File: config.mk
export PLATFORM = sky130hd
export DESIGN_NAME = shift_reg_sequencer
export DESIGN_NICKNAME = d
export VERILOG_FILES = /design/src/rtl/shift_reg_pkg.sv /design/src/rtl/shift_register_core.sv /design/src/rtl/shift_reg_sequencer.sv
export SDC_FILE = /design/constraint.sdc
export NUM_CORES = 1
export LEC_CHECK = 0
export ABC_AREA = 1
export CAP_MARGIN = 0
export CORE_AREA = 2 2 47 49
export CTS_CLUSTER_SIZE = 30
export DETAILED_ROUTE_END_ITERATION = 10
export DIE_AREA = 0 0 49 51
export GPL_TIMING_DRIVEN = 0
export PLACE_DENSITY_LB_ADDON = 0.2
export SYNTH_ARGS = -nofsm -noshare
export SYNTH_HDL_FRONTEND = slang
export SYNTH_SLANG_ARGS = --single-unit
File: constraint.sdc
create_clock -name clk -period 1.9 [get_ports clk]
set_input_delay 0.475 -clock clk [delete_from_list [all_inputs] [get_ports clk]]
set_output_delay 0.475 -clock clk [all_outputs]
set_load 0.05 [all_outputs]
File: src/rtl/shift_reg_pkg.sv
// Shared types for the shift-register sequencer: host opcodes, FSM states and
// the datapath modes the FSM drives into the register core.
package shift_reg_pkg;

   typedef enum logic [1:0] {
      OP_LOAD = 2'd0,
      OP_SHL  = 2'd1,
      OP_SHR  = 2'd2,
      OP_ROTL = 2'd3
   } op_e;

   typedef enum logic [1:0] {
      S_IDLE  = 2'd0,
      S_SHIFT = 2'd1,
      S_DONE  = 2'd2
   } state_e;

   typedef enum logic [2:0] {
      MODE_HOLD = 3'd0,
      MODE_LOAD = 3'd1,
      MODE_SHL  = 3'd2,
      MODE_SHR  = 3'd3,
      MODE_ROTL = 3'd4
   } mode_e;

   function automatic mode_e op_to_mode(input op_e op);
      mode_e m;
      unique case (op)
         OP_LOAD: m = MODE_LOAD;
         OP_SHL:  m = MODE_SHL;
         OP_SHR:  m = MODE_SHR;
         OP_ROTL: m = MODE_ROTL;
         default: m = MODE_HOLD;
      endcase
      return m;
   endfunction

endpackage

File: src/rtl/shift_register_core.sv
// WIDTH-bit universal shift register; serial_out keeps the last bit shifted
// out and only changes on a shift.
module shift_register_core
   import shift_reg_pkg::*;
#(
   parameter int WIDTH = 4
) (
   input  logic             clk,
   input  logic             rst_n,
   input  mode_e            mode,
   input  logic [WIDTH-1:0] d,
   input  logic             serial_in,
   output logic [WIDTH-1:0] q,
   output logic             serial_out
);

   logic [WIDTH-1:0] q_q, q_d;
   logic             so_q, so_d;

   always_comb begin
      q_d  = q_q;
      so_d = so_q;
      unique case (mode)
         MODE_LOAD: q_d = d;
         MODE_SHL: begin
            q_d  = {q_q[WIDTH-2:0], serial_in};
            so_d = q_q[WIDTH-1];
         end
         MODE_SHR: begin
            q_d  = {serial_in, q_q[WIDTH-1:1]};
            so_d = q_q[0];
         end
         MODE_ROTL: begin
            q_d  = {q_q[WIDTH-2:0], q_q[WIDTH-1]};
            so_d = q_q[WIDTH-1];
         end
         default: ;
      endcase
   end

   always_ff @(posedge clk or negedge rst_n) begin
      if (!rst_n) begin
         q_q  <= '0;
         so_q <= 1'b0;
      end else begin
         q_q  <= q_d;
         so_q <= so_d;
      end
   end

   assign q          = q_q;
   assign serial_out = so_q;

endmodule

File: src/rtl/shift_reg_sequencer.sv
// Command sequencer for the universal shift register: accepts one command,
// steps the core one position per clock, then pulses done.
//
//   state   | meaning
//   S_IDLE  | ready for a command; LOAD applied on the accept edge
//   S_SHIFT | one shift per clock until the remaining count runs out
//   S_DONE  | one-cycle done pulse, commands refused
module shift_reg_sequencer
   import shift_reg_pkg::*;
#(
   parameter int WIDTH = 4,
   parameter int CNT_W = $clog2(WIDTH) + 1
) (
   input  logic             clk,
   input  logic             rst_n,
   input  logic             cmd_valid,
   output logic             cmd_ready,
   input  logic [1:0]       cmd_op,
   input  logic [WIDTH-1:0] cmd_data,
   input  logic [CNT_W-1:0] cmd_count,
   input  logic             serial_in,
   output logic [WIDTH-1:0] q,
   output logic             serial_out,
   output logic             busy,
   output logic             done
);

   localparam logic [CNT_W-1:0] MAX_CNT = CNT_W'(WIDTH);

   state_e           state_q, state_d;
   op_e              op_q, op_d;
   logic [CNT_W-1:0] rem_q, rem_d;
   mode_e            core_mode;
   op_e              cmd_op_e;

   assign cmd_op_e = op_e'(cmd_op);

   always_comb begin
      state_d   = state_q;
      op_d      = op_q;
      rem_d     = rem_q;
      core_mode = MODE_HOLD;
      unique case (state_q)
         S_IDLE: begin
            if (cmd_valid) begin
               op_d = cmd_op_e;
               if (cmd_op_e == OP_LOAD) begin
                  core_mode = MODE_LOAD;
                  state_d   = S_DONE;
               end else if (cmd_count == '0) begin
                  state_d = S_DONE;
               end else begin
                  // over-long counts saturate at one full register width
                  rem_d   = (cmd_count > MAX_CNT) ? MAX_CNT : cmd_count;
                  state_d = S_SHIFT;
               end
            end
         end
         S_SHIFT: begin
            core_mode = op_to_mode(op_q);
            rem_d     = rem_q - 1'b1;
            if (rem_q == CNT_W'(1)) state_d = S_DONE;
         end
         S_DONE:  state_d = S_IDLE;
         default: state_d = S_IDLE;
      endcase
   end

   always_ff @(posedge clk or negedge rst_n) begin
      if (!rst_n) begin
         state_q <= S_IDLE;
         op_q    <= OP_LOAD;
         rem_q   <= '0;
      end else begin
         state_q <= state_d;
         op_q    <= op_d;
         rem_q   <= rem_d;
      end
   end

   shift_register_core #(.WIDTH(WIDTH)) u_core (
      .clk        (clk),
      .rst_n      (rst_n),
      .mode       (core_mode),
      .d          (cmd_data),
      .serial_in  (serial_in),
      .q          (q),
      .serial_out (serial_out)
   );

   assign cmd_ready = (state_q == S_IDLE);
   assign busy      = (state_q != S_IDLE);
   assign done      = (state_q == S_DONE);

endmodule
# [Yosys cells after proc, flatten, opt, wreduce, memory -nomap -nowiden]
# Cells that the tools add are included.
[totals] register_bits=12 latch_bits=0 mem_bits_rw=0 mem_bits_ro=0 in_bits=13 output_inout_bits=8 elab_cells=49 n_memories=0
[op_classes] n_addsub=1 mul=0 div=0 magnitude_cmp=1 eq_ne=14 shifts=0 mux=16 bitwise_logic=0 n_reduce_logical=12
[op_table] cell="4-bit case mux with 4 select lines" count=1
[op_table] cell="3-bit 2-to-1 mux" count=4
[op_table] cell="3-bit case mux with 2 select lines" count=2
[op_table] cell="3-bit case mux with 4 select lines" count=1
[op_table] cell="2-bit 2-to-1 mux" count=4
[op_table] cell="2-bit inequality test (second input constant)" count=4
[op_table] cell="2-bit equality test (second input constant)" count=3
[op_table] cell="3-bit by 1-bit equality test with 1-bit output (second input constant)" count=2
[op_table] cell="3-bit by 2-bit equality test with 1-bit output (second input constant)" count=2
[op_table] cell="2-bit logical NOT" count=3
[op_table] cell="2-bit nonzero test" count=3
[op_table] cell="2-bit by 1-bit equality test with 1-bit output (second input constant)" count=2
[op_table] cell="2-bit case mux with 2 select lines" count=1
[op_table] cell="2-bit AND reduction" count=2
[op_table] cell="4-bit AND reduction" count=1
[op_table] cell="4-bit nonzero test" count=1
[op_table] cell="3-bit equality test (second input constant)" count=1
[op_table] cell="3-bit greater-than comparator (second input constant)" count=1
[op_table] cell="3-bit logical NOT" count=1
[op_table] cell="3-bit by 1-bit subtractor with 3-bit output (second input constant)" count=1
[op_table] cell="1-bit 2-to-1 mux" count=2
[op_table] cell="1-bit case mux with 2 select lines" count=1
[op_table] cell="2-bit OR reduction" count=1

# [Logic depth before layout (Yosys ltp)]
# Gate-level depths: netlist (run 1).
[logic_depth] depth_word=7 mapped_depth=12 ltp_nobuf=12

# [Hierarchy]
# A second synthesis (run 1) with hierarchy kept.
[unflattened] hier_cells=133 area_unflattened_um2=895.9
[by_module_without_submodules] module="shift_reg_sequencer" n_inst=1 cells_each=74 area_each_um2=531.8 seq_area_each_um2=175.2
[by_module_without_submodules] module="shift_register_core" n_inst=1 cells_each=59 area_each_um2=364.1 seq_area_each_um2=125.1

# [Least setup slack after synthesis (run 1)]
# OpenSTA, ideal clock, no wires.
[synth_path] path_type="register to output" start="register state_q[1]" end="output busy" t_arrival_ns=1.401 t_required_ns=1.425 path_slack_ns=0.024 stages_incl_launch_ff=3 n_path_buf=0 path_cell_list="dfrtp_1 > nor2_2 > inv_1"
[synth_between] elab_chain_cells=1
[synth_rtl] element="from (decl)" line="shift_reg_sequencer.sv:30" rtl="state_e state_q, state_d;"
[synth_rtl] element="from (signal assigned)" line="shift_reg_sequencer.sv:75" rtl="state_q <= state_d;"
[synth_rtl] element="2-bit nonzero test" line="shift_reg_sequencer.sv:92" rtl="assign busy = (state_q != S_IDLE);"
[synth_rtl] element="to (decl)" line="shift_reg_sequencer.sv:24" rtl="output logic busy,"
# Every way passes these cells.

# [Worst setup path in the final report (run 1)]
# Same ends and word-level chain as after synthesis.

==> flow_metrics.py, run 1 <==
metrics = {
    "status": {
        "outcome": "finished clean",
    },
    "detailed_routing": {
        "drc_errors": 0,
        "avgViaCountPerCell": 5.09,
        "vias": 886,
        "routed_wirelength_um": 2000,
        "drt_iter0_markers": 18,
        "ant_nets": 0,
        "first_pass_iters": 4,
        "wl_per_cell_um": 11.5,
    },
    "power": {
        "internal-power_uw": 933,
        "report.power.total_mw": 2.06,
        "p_sw_share_pct": 54.7,
        "p_per_area_nw_per_um2": 1730,
        "p_clk_share_pct": 10.5,
        "pwr-share-seq_pct": 24.8,
        "vdd_drop_max_uv": 836,
        "p_sw_mw": 1.13,
        "combPwrFrac_pct": 64.8,
        "p_leak_nw": 0.589,
    },
    "layout": {
        "finish.net_count": 165,
        "antennaDiodeCount": 0,
        "syn_to_final_growth_pct": 29.9,
        "postLayoutCellArea_um2": 1190,
        "layout-drive-gt1-share_pct": 19.2,
        "finish.utilization_pct": 57.7,
    },
    "global_routing": {
        "grt_usage_pct": 17.9,
        "grt_pass1_vias": 823,
        "grt_max_degree": 13,
        "antenna_found_initial": 0,
        "grt_pass1_wl_um": 3450,
        "overflow": 0,
    },
    "setup_path": {
        "critPathLaunchType": "register",
        "r2r_slack_ps": 220,
        "cp.required_ps": 1420,
        "cp-end-kind": "output port",
        "worst_r2r_startpoint": "op_q[1]$_DFFE_PN0P_",
        "r2r_end": "u_core.q[2]$_DFFE_PN0P_",
        "crit_path_max_fanout": 4,
        "crit_path_cell_trace": "nor2_4 > inv_1 > clkdlybuf4s15_2",
        "cp_slowest_stage_delay_ps": 470,
        "reg2reg_depth": 9,
        "cp_top_family": "flip-flops",
        "arrival_ps": 1350,
        "cp_slowest_cell": "dfrtp_1",
        "path_class": "reg -> out",
        "worst-path-buf-inv": 2,
    },
    "synth": {
        "synth_nets": 140,
        "ys_seq_area_share_pct": 32.7,
        "yosysTopAreaCellShare_pct": 32.7,
        "synth.area.top_cells": "dfrtp_1 (33%), nand2_1 (8.2%), nand3_2 (7.6%)",
        "synth_top_cell_by_area": "dfrtp_1",
        "synth_cell_types": 22,
        "syn_area_um2": 917,
        "avgSynthCellArea_um2": 7.52,
        "yosysWarnings": 0,
        "netlist_instances": 122,
        "ys_ff_latch": 12,
    },
    "cts": {
        "clk_pin_slew_ps": 90,
        "htreeDepth": 1,
        "numCtsBuffers": 3,
        "post_cts_buffers": 0,
        "ctsHoldBuffers": 0,
        "root_buffer": "clkbuf_4",
        "cts_tree": "yes",
        "clockBufferDepth": 2,
        "clock_latency_ps": 280,
        "clock_sinks": 12,
    },
    "timing": {
        "timing.setup.tns_ps": 0,
        "setup_viol": 0,
        "slew-limit-headroom_pct": 61.7,
        "period_needed_ps": 1820,
        "rsz0062_at_grt": "no",
        "final_max_slew_viol_count": 0,
        "hold_violations": 0,
        "timing.hold.ws_ps": 522,
        "tightestPinTransition_ps": 573,
        "fin_crit_sh_pct": 95.9,
        "max_freq_ghz": 0.549,
        "timing.clock.skew_ps": 3.39,
    },
    "place": {
        "io_buffers": 20,
        "dp_hpwl_um": 1570,
        "gp_congestion": 0.831,
        "place_area_um2": 1150,
    },
    "job": {
        "maxCapViolations": 0,
    },
    "floorplanning": {
        "coreArea_um2": 2060,
        "die_h_um": 51,
        "start_util_pct": 44.5,
        "die-area_um2": 2500,
        "die_w_um": 49,
        "fp-row-count": 17,
        "pin_count": 21,
    },
    "min_path": {
        "hp-class": "reg -> reg",
        "hold_path_end": "u_core.serial_out$_DFFE_PN0P_",
        "whs_path_depth": 2,
        "holdCritStartpoint": "u_core.serial_out$_DFFE_PN0P_",
    },
}
-- synth_stat cells --
master / number
a211oi_1: 1
a21boi_0: 1
a21oi_1: 3
a31oi_1: 1
buf_6: 1
dfrtp_1: 12
ha_1: 5
inv_1: 16
inv_2: 3
nand2_1: 20
nand2_2: 3
nand3_1: 10
nand3_2: 7
nand3_4: 1
nand4_1: 7
nor2_1: 15
nor2_2: 4
nor2_4: 2
o21ai_0: 5
o21ai_1: 2
o22ai_1: 2
xnor2_1: 1
-- worst min-delay path, cell delays in order (launching register included) --
cell and delay (ps):
dfrtp_1 350, nand3_1 70, o21ai_1 70
-- worst max path at each step --
stage	to	start	depth (start not counted)	slack, ps
CTS	busy	state_q[1]$_DFFE_PN0P_	3	10
finish	busy	state_q[1]$_DFFE_PN0P_	3	80
global placement	u_core.q[2]$_DFFE_PN0P_	cmd_op[1]	9	-140
floorplan	busy	state_q[1]$_DFFE_PN0P_	2	20
global route	busy	state_q[1]$_DFFE_PN0P_	3	8
detailed placement	u_core.q[1]$_DFFE_PN0P_	cmd_op[1]	9	-160
-- stage by stage --
stage | setup slack (ps) | instances
after floorplan | 24.3 | 122
after global placement | -139 | 170
after detailed placement | -155 | 170
after CTS | 13.7 | 174
after global routing | 8.43 | 174
final | 78.0 | 174
-- sequential cells by signal (all words and copies together), names as in the netlist --
register / count
state_q: 2
op_q: 2
u_core.serial_out: 1
u_core.q: 4
rem_q: 3
-- placed cells by master, fill, tap and decap left out, types with 5 or more instances in the layout --
cell             instances
nand2_1                 20
inv_1                   16
nor2_1                  15
clkdlybuf4s50_1         12
dfrtp_1                 12
nand3_1                 10
nand3_2                  7
nand4_1                  7
o21ai_0                  5
ha_1                     5
dlygate4sd2_1            5
-- final cells by class --
class                      instances  area (um2)
multi-input combinational         90         539
sequential                        12         300
fill                             209         872
buffer                             1        11.3
timing repair buffer              20         198
tap                               28        35.0
clock buffer                       4        36.3
inverter                          19        71.3
-- power groups by stage --
| stage | logic [mW] | registers, mW | clock network (mW) |
|---|---|---|---|
| final | 1.33 | 0.511 | 0.215 |
| after global routing | 1.49 | 0.527 | 0.230 |
| after CTS | 1.34 | 0.506 | 0.221 |
| after detailed placement | 1.38 | 0.513 | 0 |
| after global placement | 1.35 | 0.504 | 0 |
| after floorplan | 0.867 | 0.657 | 0 |
-- metal layers --
metal | vias up | GRT usage, % | routed length (um)
met4 | 0 | 7.14 | 35
li1 | 452 | - | -
met5 | - | 0 | 0
met2 | 24 | 31.3 | 954
met1 | 405 | 21.6 | 922
met3 | 5 | 3.80 | 83
-- logic make-up (layout without fill, tap and decap cells) --
family | after synthesis | count (layout) | synth area share, %
xor+xnor | 1 | 1 | 0.955
buf+inv | 20 | 44 | 9.00
fa+ha+maj | 5 | 5 | 6.82
compound gates | 15 | 15 | 9.14
simple gates | 69 | 69 | 41.3
flops | 12 | 12 | 32.7
-- what timing repair did --
action                     in CTS  in global routing
setup endpoints to repair       8                  2
gates cloned                    0                  0
gates resized for setup        14                  1
Power figures use the tool's default switching activity.
==> run 2, diff against run 1 <==
--- a/config.mk
+++ b/config.mk
@@ -7,10 +7,13 @@
 export LEC_CHECK = 0
 export ABC_AREA = 1
 export CAP_MARGIN = 0
-export CORE_AREA = 2 2 47 49
+export CELL_PAD_IN_SITES_DETAIL_PLACEMENT = 0
+export CELL_PAD_IN_SITES_GLOBAL_PLACEMENT = 1
+export CORE_AREA = 2 2 55 57
 export CTS_CLUSTER_SIZE = 30
 export DETAILED_ROUTE_END_ITERATION = 10
-export DIE_AREA = 0 0 49 51
+export DIE_AREA = 0 0 57 59
+export GPL_ROUTABILITY_DRIVEN = 0
 export GPL_TIMING_DRIVEN = 0
 export PLACE_DENSITY_LB_ADDON = 0.2
 export SYNTH_ARGS = -nofsm -noshare
==> flow_metrics.py, run 2 (synthesis results as in run 1) <==
metrics = {
    "cts": {
        "clock_latency_ps": 280,
        "post_cts_buffers": 0,
        "clock_sinks": 12,
        "clockBufferDepth": 2,
        "root_buffer": "clkbuf_4",
        "clk_pin_slew_ps": 90,
        "numCtsBuffers": 3,
        "cts_tree": "yes",
        "htreeDepth": 1,
    },
    "layout": {
        "largest_register_ff_count": 4,
        "finish.utilization_pct": 43.9,
        "layout-drive-gt1-share_pct": 19.2,
        "final_cell_mix": "nand2_1 (20), inv_1 (16), nor2_1 (15), clkdlybuf4s50_1 (12), dfrtp_1 (12)",
        "finish.net_count": 165,
        "antennaDiodeCount": 0,
        "syn_to_final_growth_pct": 29.6,
        "final_common_cell": "nand2_1",
    },
    "detailed_routing": {
        "drc_errors": 0,
        "ant_nets": 0,
        "wl_per_cell_um": 11.3,
        "first_pass_iters": 4,
        "routed_wirelength_um": 1990,
        "drt_iter0_markers": 22,
        "vias": 845,
        "avgViaCountPerCell": 4.77,
    },
    "place": {
        "io_buffers": 20,
        "dp_hpwl_um": 1570,
        "pre_cts_slack_ps": -144,
    },
    "floorplanning": {
        "die-area_um2": 3360,
        "fp-row-count": 19,
        "die_w_um": 57,
        "start_util_pct": 33.8,
        "pin_count": 21,
        "die_h_um": 59,
        "coreArea_um2": 2710,
    },
    "setup_path": {
        "worst-path-buf-inv": 2,
        "cp_slowest_stage_delay_ps": 470,
        "arrival_ps": 1350,
        "cp.required_ps": 1420,
        "r2r_end": "u_core.q[3]$_DFFE_PN0P_",
        "path_class": "reg -> out",
        "crit_path_max_fanout": 4,
        "worstSetupPathDepth": 3,
        "critPathLaunchType": "register",
        "cp_top_family": "flip-flops",
        "r2r_slack_ps": 240,
        "crit_path_cell_trace": "nor2_4 > inv_1 > clkdlybuf4s15_2",
        "cp_slowest_cell": "dfrtp_1",
        "reg2reg_depth": 9,
        "cp-end-kind": "output port",
        "worst_r2r_startpoint": "op_q[1]$_DFFE_PN0P_",
    },
    "min_path": {
        "hp-class": "reg -> reg",
        "hold_path_end": "u_core.serial_out$_DFFE_PN0P_",
        "whs_path_depth": 2,
        "holdCritStartpoint": "u_core.serial_out$_DFFE_PN0P_",
    },
    "power": {
        "p_sw_mw": 1.12,
        "p_per_area_nw_per_um2": 1730,
        "p_sw_share_pct": 54.8,
        "report.power.total_mw": 2.05,
        "pwr-share-seq_pct": 24.7,
        "p_leak_nw": 0.590,
        "vdd_drop_max_uv": 771,
        "internal-power_uw": 927,
        "p_clk_share_pct": 10.6,
        "combPwrFrac_pct": 64.7,
    },
    "timing": {
        "final_max_slew_viol_count": 0,
        "setup_ws_ps": 73.5,
        "tightestPinTransition_ps": 605,
        "hold_violations": 0,
        "rsz0062_at_grt": "no",
        "fin_crit_sh_pct": 96.1,
        "setup_viol": 0,
        "period_needed_ps": 1830,
        "max_freq_ghz": 0.547,
        "timing.setup.tns_ps": 0,
        "slew-limit-headroom_pct": 59.6,
        "timing.clock.skew_ps": 3.69,
    },
    "global_routing": {
        "grt_max_degree": 13,
        "overflow": 0,
        "gr-usage-met2_pct": 22.0,
        "grt_usage_pct": 13.0,
        "grt_most_used_layer": "met2",
        "globalRouteMet1Util_pct": 16.0,
        "gr-usage-met3_pct": 2.40,
        "grt_pass1_vias": 784,
        "antenna_found_initial": 0,
        "grt_pass1_wl_um": 3380,
    },
    "status": {
        "outcome": "finished clean",
    },
    "job": {
        "maxCapViolations": 0,
    },
}
[run 2: changes by cell type in the layout (fill, tap and decap cells not counted)]
cell,previous run,this run
clkdlybuf4s15_2,3,2
clkbuf_2,0,1
[run 2: area by class of cell]
type                       instances  area (um2)
clock buffer                       4        36.3
buffer                             1        11.3
timing repair buffer              20         191
multi-input combinational         90         539
sequential                        12         300
fill                             288        1520
inverter                          19        71.3
tap                               31        38.8
[run 2: worst max path at each step]
stage,slack (ps),startpoint,endpoint
floorplan,20,state_q[1]$_DFFE_PN0P_,busy
detailed placement,-140,cmd_op[1],u_core.q[1]$_DFFE_PN0P_
global route,10,state_q[1]$_DFFE_PN0P_,busy
finish,70,state_q[1]$_DFFE_PN0P_,busy
CTS,2,state_q[1]$_DFFE_PN0P_,done
global placement,-160,cmd_op[1],u_core.q[1]$_DFFE_PN0P_
[run 2: what timing repair did]
action / 4_1_cts / 5_1_grt
setup endpoints to repair: 8 / 3
hold buffers: 0 / 0
gates resized for setup: 13 / 2
[run 2: worst register-to-register path, delay by kind of cell (launching register included)]
family | cells | cell delay (ps)
fa+ha+maj | 1 | 300
buf+inv | 1 | 70
flops | 1 | 380
simple gates | 7 | 810
[run 2: power by group through the flow]
stage | Sequential, mW | Combinational [mW] | Clock, mW
6_report | 0.507 | 1.33 | 0.218
5_1_grt | 0.529 | 1.48 | 0.232
4_1_cts | 0.501 | 1.34 | 0.224
3_5_place_dp | 0.511 | 1.38 | 0
3_3_place_gp | 0.504 | 1.37 | 0
2_1_floorplan | 0.657 | 0.867 | 0
[run 2: metrics by stage]
step                      instances  instance area, um2  hold slack [ps]
after global placement          173                1160              503
after global routing            177                1190              561
after detailed placement        173                1160              504
after CTS                       177                1190              520
after floorplan                 122                 917              179
final                           177                1190              515
[run 2: per-layer routing]
metal	routed length [um]	part of all wire, %
met1	959	48
met2	944	47
met3	72	3.6
met4	17	0.85
met5	0	0
